[src/rtl/sobel_magnitude.sv]
// sobel_magnitude: saturated L1 gradient magnitude sweep GX/GY RAM -> MAG RAM, with edge count
//   clk, resetn          : clock, async active-low reset
//   Start / Done         : level run request / sticky completion (held until Start low)
//   threshold            : edge threshold, latched when a sweep starts
//   GX_*, GY_*           : synchronous-read source RAM ports (1-cycle latency), same address every cycle
//   MAG_*                : result RAM write port, write k lands 2 cycles after read k
//   edge_count           : pixels with magnitude >= threshold, valid when Done=1
module sobel_magnitude #(
  parameter int width          = 8,
  parameter int GX_depth_bits  = 14,
  parameter int GY_depth_bits  = 14,
  parameter int MAG_depth_bits = 14,
  parameter int NUM_WORDS      = 15876,
  parameter int BINARIZE       = 0
) (
  input  logic                      clk,
  input  logic                      resetn,
  input  logic                      Start,
  output logic                      Done,
  input  logic [width-1:0]          threshold,
  output logic                      GX_read_en,
  output logic [GX_depth_bits-1:0]  GX_read_address,
  input  logic [width-1:0]          GX_read_data_out,
  output logic                      GY_read_en,
  output logic [GY_depth_bits-1:0]  GY_read_address,
  input  logic [width-1:0]          GY_read_data_out,
  output logic                      MAG_write_en,
  output logic [MAG_depth_bits-1:0] MAG_write_address,
  output logic [width-1:0]          MAG_write_data_in,
  output logic [MAG_depth_bits:0]   edge_count
);
  typedef enum logic [1:0] {IDLE, RUN, DRAIN, FINISH} state_t;
  localparam logic [GX_depth_bits-1:0]  LAST_RD = GX_depth_bits'(NUM_WORDS - 1);
  localparam logic [MAG_depth_bits-1:0] LAST_WR = MAG_depth_bits'(NUM_WORDS - 1);
  state_t state, state_nx;
  logic [width-1:0] thr, mag, wdata;
  logic [width:0] sum;
  logic [GX_depth_bits-1:0] addr_nx;
  logic [MAG_depth_bits-1:0] a1;
  logic v1, hit, keep, wr_nx, start_run;
  always_comb begin
    sum = {1'b0, GX_read_data_out} + {1'b0, GY_read_data_out};
    mag = sum[width] ? {width{1'b1}} : sum[width-1:0];
    hit = mag >= thr;
    wdata = (BINARIZE != 0) ? {width{hit}} : mag;
    // Start low anywhere returns to Idle: abort in Run/Drain, release in Finish
    state_nx = !Start ? IDLE :
               state == IDLE ? RUN :
               state == RUN ? (GX_read_address == LAST_RD ? DRAIN : RUN) :
               state == DRAIN ? ((MAG_write_en && MAG_write_address == LAST_WR) ? FINISH : DRAIN) :
               FINISH;
    start_run = state == IDLE && Start;
    keep = state_nx == RUN || state_nx == DRAIN;
    wr_nx = v1 && keep;
    addr_nx = (state == RUN && state_nx == RUN) ? GX_read_address + GX_depth_bits'(1) : '0;
  end
  always_ff @(posedge clk or negedge resetn) begin
    if (!resetn) begin
      state <= IDLE;
      thr <= '0;
      v1 <= 1'b0;
      a1 <= '0;
      Done <= 1'b0;
      GX_read_en <= 1'b0;
      GY_read_en <= 1'b0;
      GX_read_address <= '0;
      GY_read_address <= '0;
      MAG_write_en <= 1'b0;
      MAG_write_address <= '0;
      MAG_write_data_in <= '0;
      edge_count <= '0;
    end else begin
      state <= state_nx;
      thr <= start_run ? threshold : thr;
      GX_read_en <= state_nx == RUN;
      GY_read_en <= state_nx == RUN;
      GX_read_address <= addr_nx;
      GY_read_address <= GY_depth_bits'(addr_nx);
      v1 <= GX_read_en && keep;
      a1 <= MAG_depth_bits'(GX_read_address);
      MAG_write_en <= wr_nx;
      MAG_write_address <= wr_nx ? a1 : '0;
      MAG_write_data_in <= wr_nx ? wdata : '0;
      edge_count <= start_run ? '0 : (wr_nx && hit) ? edge_count + (MAG_depth_bits + 1)'(1) : edge_count;
      Done <= state_nx == FINISH;
    end
  end
endmodule

[config.mk]
export PLATFORM = sky130hd
export DESIGN_NAME = sobel_magnitude
export DESIGN_NICKNAME = d
export VERILOG_FILES = /design/src/rtl/sobel_magnitude.sv
export SDC_FILE = /design/constraint.sdc
export NUM_CORES = 1
export LEC_CHECK = 0
export CAP_MARGIN = 20
export CORE_MARGIN = 4
export CORE_UTILIZATION = 40
export DETAILED_ROUTE_END_ITERATION = 8
export HOLD_SLACK_MARGIN = 0.15
export PLACE_DENSITY = 0.68
export SYNTH_ARGS = -nofsm -noshare
export SYNTH_HDL_FRONTEND = slang
export SYNTH_SLANG_ARGS = --single-unit
export TNS_END_PERCENT = 1
[constraint.sdc]
create_clock -name clk -period 3.5 [get_ports clk]
set_clock_uncertainty 0.2 [all_clocks]
set_input_delay 0.7 -clock clk [delete_from_list [all_inputs] [get_ports clk]]
set_output_delay 0.7 -clock clk [all_outputs]
set_load 0.02 [all_outputs]
==> reports/qor.yml <==
status:
  run_status: "finished with violations"
  failed_checks: "negative setup slack"
min_path:
  worst_hold_path.num_cells: 1
  hold_path.class: "flip-flop to flip-flop"
route:
  drt-initial-drc-count: 179
  post_drt_antenna_nets: 0
  route.detailed.vias_per_inst: 5.25
  routed_wirelength_um: 9300
  drc: 0
  firstDrtPassIters: 4
  wl_per_cell_um: 16.0
  dr_total_vias: 3059
pwr:
  peakVddDrop_mv: 0.246
  power_density_over_the_cells_nw_per_um2: 367
  fin_total_pwr_uw: 1970
  leakagePower_uw: 0.00236
sta:
  fmax_mhz: 275
  hold_slack_ns: 0.252
  tightest_slew_ns: 0.568
  timing_hold_violations_final: 0
  setup-tns-final_ns: -0.781
  final.setup.worst_slack_ns: -0.139
  min_period_ns: 3.64
  finalSetupViolCount: 12
  timing_max_transition_violations_final: 0
  timing.max_slew.rel_slack_pct: 62.1
  rsz0062_at_grt: "true"
  period_share_pct: 104
yosys:
  synth.ff_latch_count: 79
  synth_top_area_share_pct: 52.9
  ys_async_sr_fraction_pct: 100
  synth_xor_xnor_area_share_pct: 3.28
  postSynthCellCount: 350
  synth_compound_gate_area_share_pct: 13.6
  yosys_warnings: 0
  area_share_of_and_or_nand_nor_cells_after_synthesis_pct: 17.7
  combinational_family_with_the_most_area_after_synthesis: "simple AND/OR/NAND/NOR gates"
  yosys-mux-area-fraction_pct: 0
  yosys.area_share.adder_pct: 7.24
  synth.distinct_cells: 50
  synth_area_leaders: "sky130_fd_sc_hd__dfrtp_1 (53%), sky130_fd_sc_hd__ha_1 (6.7%), sky130_fd_sc_hd__buf_4 (3.0%)"
  synth_edf_count: 0
  synth.net_count: 398
  avg_synthesized_cell_area_sq_um: 10.7
  yosysSeqAreaShare_pct: 52.9
  synth_area_leader_cell: "sky130_fd_sc_hd__dfrtp_1"
  yosys_most_used_dff: "sky130_fd_sc_hd__dfrtp_1"
  synthesized_cell_area_sq_um: 3730
clock_network:
  ctsLongestPathBuffers: 2
  worst_setup_hold_path_clk_slew_ns: 0.08
  clk_latency_ns: 0.35
  cts_buffers: 9
  cts_tree: "done"
  htreeDepth: 3
  cts_root_buffer: "sky130_fd_sc_hd__clkbuf_8"
  cts.sinks: 79
critical_path:
  critPathKind: "input pin to flip-flop"
  cell_breakdown_of_the_critical_path: "buf_6, ha_4, fa_2, a21o_1, nand4_1, nand2_2, a311oi_4, nand2_1, ha_1, and3_4, o2111ai_4, o22a_4, or4_1, a21oi_1"
  startpoint_types: "input pin"
  end_kind: "flip-flop"
  reg2reg_depth: 12
  max_stage_delay_ns: 0.47
  worstPathRequired_ns: 3.57
  critical_path_arrival_ns: 3.71
  cp_max_fo: 7
  slowest_stage: "sky130_fd_sc_hd__or4_1"
layout:
  area_delta_synth_final_pct: 44.0
  layout.cells.most_common: "sky130_fd_sc_hd__clkdlybuf4s50_1"
  layout.cells.most_common_list: "sky130_fd_sc_hd__clkdlybuf4s50_1 (82), sky130_fd_sc_hd__dfrtp_1 (79), sky130_fd_sc_hd__buf_4 (36)"
  layout.nets: 519
  multi_input_comb_area_sq_um: 1790
  layout-drive-gt1-share_pct: 18.1
  regArea_sq_um: 1980
  filler_cell_count: 733
  fin_util_pct: 60.5
  insertedDiodeCount: 0
  final_cell_count_no_fill: 583
global_routing:
  grt.total_usage_pct: 17.1
  grt_pass1_wl_um: 15400
  vias_in_the_first_global_route: 3042
  antenna_found_initial: 0
  pin_count_of_the_biggest_net_entering_global_routing: 80
  grt_remaining_overflow: 0
die:
  rows: 34
  dieWidth_um: 105
  core_area_sq_um: 8890
  ioPinCount: 96
  initial_utilization_pct: 42.0
  die_outline_area_sq_um: 10900
  die_height_um: 105
place:
  portBuffers: 95
  dp_hpwl_um: 6410
  numPlacedInstances: 561
  routabilityCongestion: 0.804
flow_run:
  maxCapViolations: 0
repair_timing:
item / CTS / global route
pin swaps: 30 / 4
setup buffers: 4 / 0
hold buffers: 0 / 1
resized for setup: 48 / 5
setup endpoints to repair: 15 / 15
cloned: 1 / 0
endpoints found under the hold margin: 0 / 5
routing by layer:
layer | up-vias | wire length (um) | GRT usage [%]
li1 | 1479 | - | -
met1 | 1497 | 4330 | 23.9
met2 | 74 | 4450 | 26.7
met3 | 9 | 407 | 3.64
met4 | 0 | 110 | 5.90
met5 | - | 0 | 0
per-stage QoR:
stage	cell area, sq um	setup WS [ns]
CTS	5310	-0.168
floorplan	3780	-0.289
global placement	4950	-0.915
global route	5380	-0.265
detailed placement	4950	-1.03
finish	5380	-0.139
cell families (layout without fill, tap and decap cells):
logic type | Yosys count | in the layout
and+or+nand+nor | 127 | 127
AOI/OAI and AO/OA | 74 | 75
xor gates and xnor gates | 14 | 14
buffers and inverters | 35 | 159
DFF | 79 | 79
adders and majority gates | 21 | 21
final cells by class:
cell class              instances  area share [%]
clock buffers                  10            2.56
flip-flops and latches         79            36.8
well taps                     108            2.51
repair buffers                133            23.3
clock inverters                 5           0.791
inverters                      11           0.791
multi-input cells             237            33.3
registers in the layout, summed over array words and instances (netlist names):
signal / flops
edge_count: 15
GY_read_address: 14
MAG_write_address: 14
a1: 14
MAG_write_data_in: 8
thr: 8
state: 2
Done: 1
GY_read_en: 1
MAG_write_en: 1
v1: 1
cells in the mapped netlist (all sizes together) (2+ instances only):
master and number:
and3 5, nand2b 7, or4 6, a2111oi 2, o31ai 6, a31oi 4, nand2 30, o21a 8
o21ai 13, xnor2 9, buf 18, nor4 3, dfrtp 79, or3 3, nand4 10, nand3b 2
a21o 4, clkbuf 6, nor2 25, xor2 5, and2 17, a41o 4, nand3 8, inv 10
a21oi 20, nor3 7, ha 20
critical path: cells and delay by family:
family,cells,cell delay [ns]
buffers and inverters,1,0.10
adder cells (fa/ha/maj),3,0.78
AND/OR/NAND/NOR,5,1.06
AO/OA/AOI/OAI,5,1.06
power by group:
part	internal [uW]	leakage (uW)	total (uW)	switching, uW
logic	191	0.00119	394	202
registers	937	0.00108	951	14.3
clock network	279	0.0000889	629	350
worst paths after layout:
kind                                                    from  slack [ns]                         endpoint
worst min-delay path                        a1[11]$_DFF_PN0_        0.25  MAG_write_address[11]$_DFF_PN0_
min in group asynchronous                             resetn        0.49     GY_read_address[0]$_DFF_PN0_
max in group asynchronous                             resetn        2.05     GY_read_address[5]$_DFF_PN0_
worst max register to register  GY_read_address[4]$_DFF_PN0_        0.15       edge_count[12]$_DFFE_PN0P_
worst max-delay path                     GY_read_data_out[0]       -0.14       edge_count[12]$_DFFE_PN0P_
worst min register to register              a1[11]$_DFF_PN0_        0.25  MAG_write_address[11]$_DFF_PN0_
(Power assumes the default switching activity.)
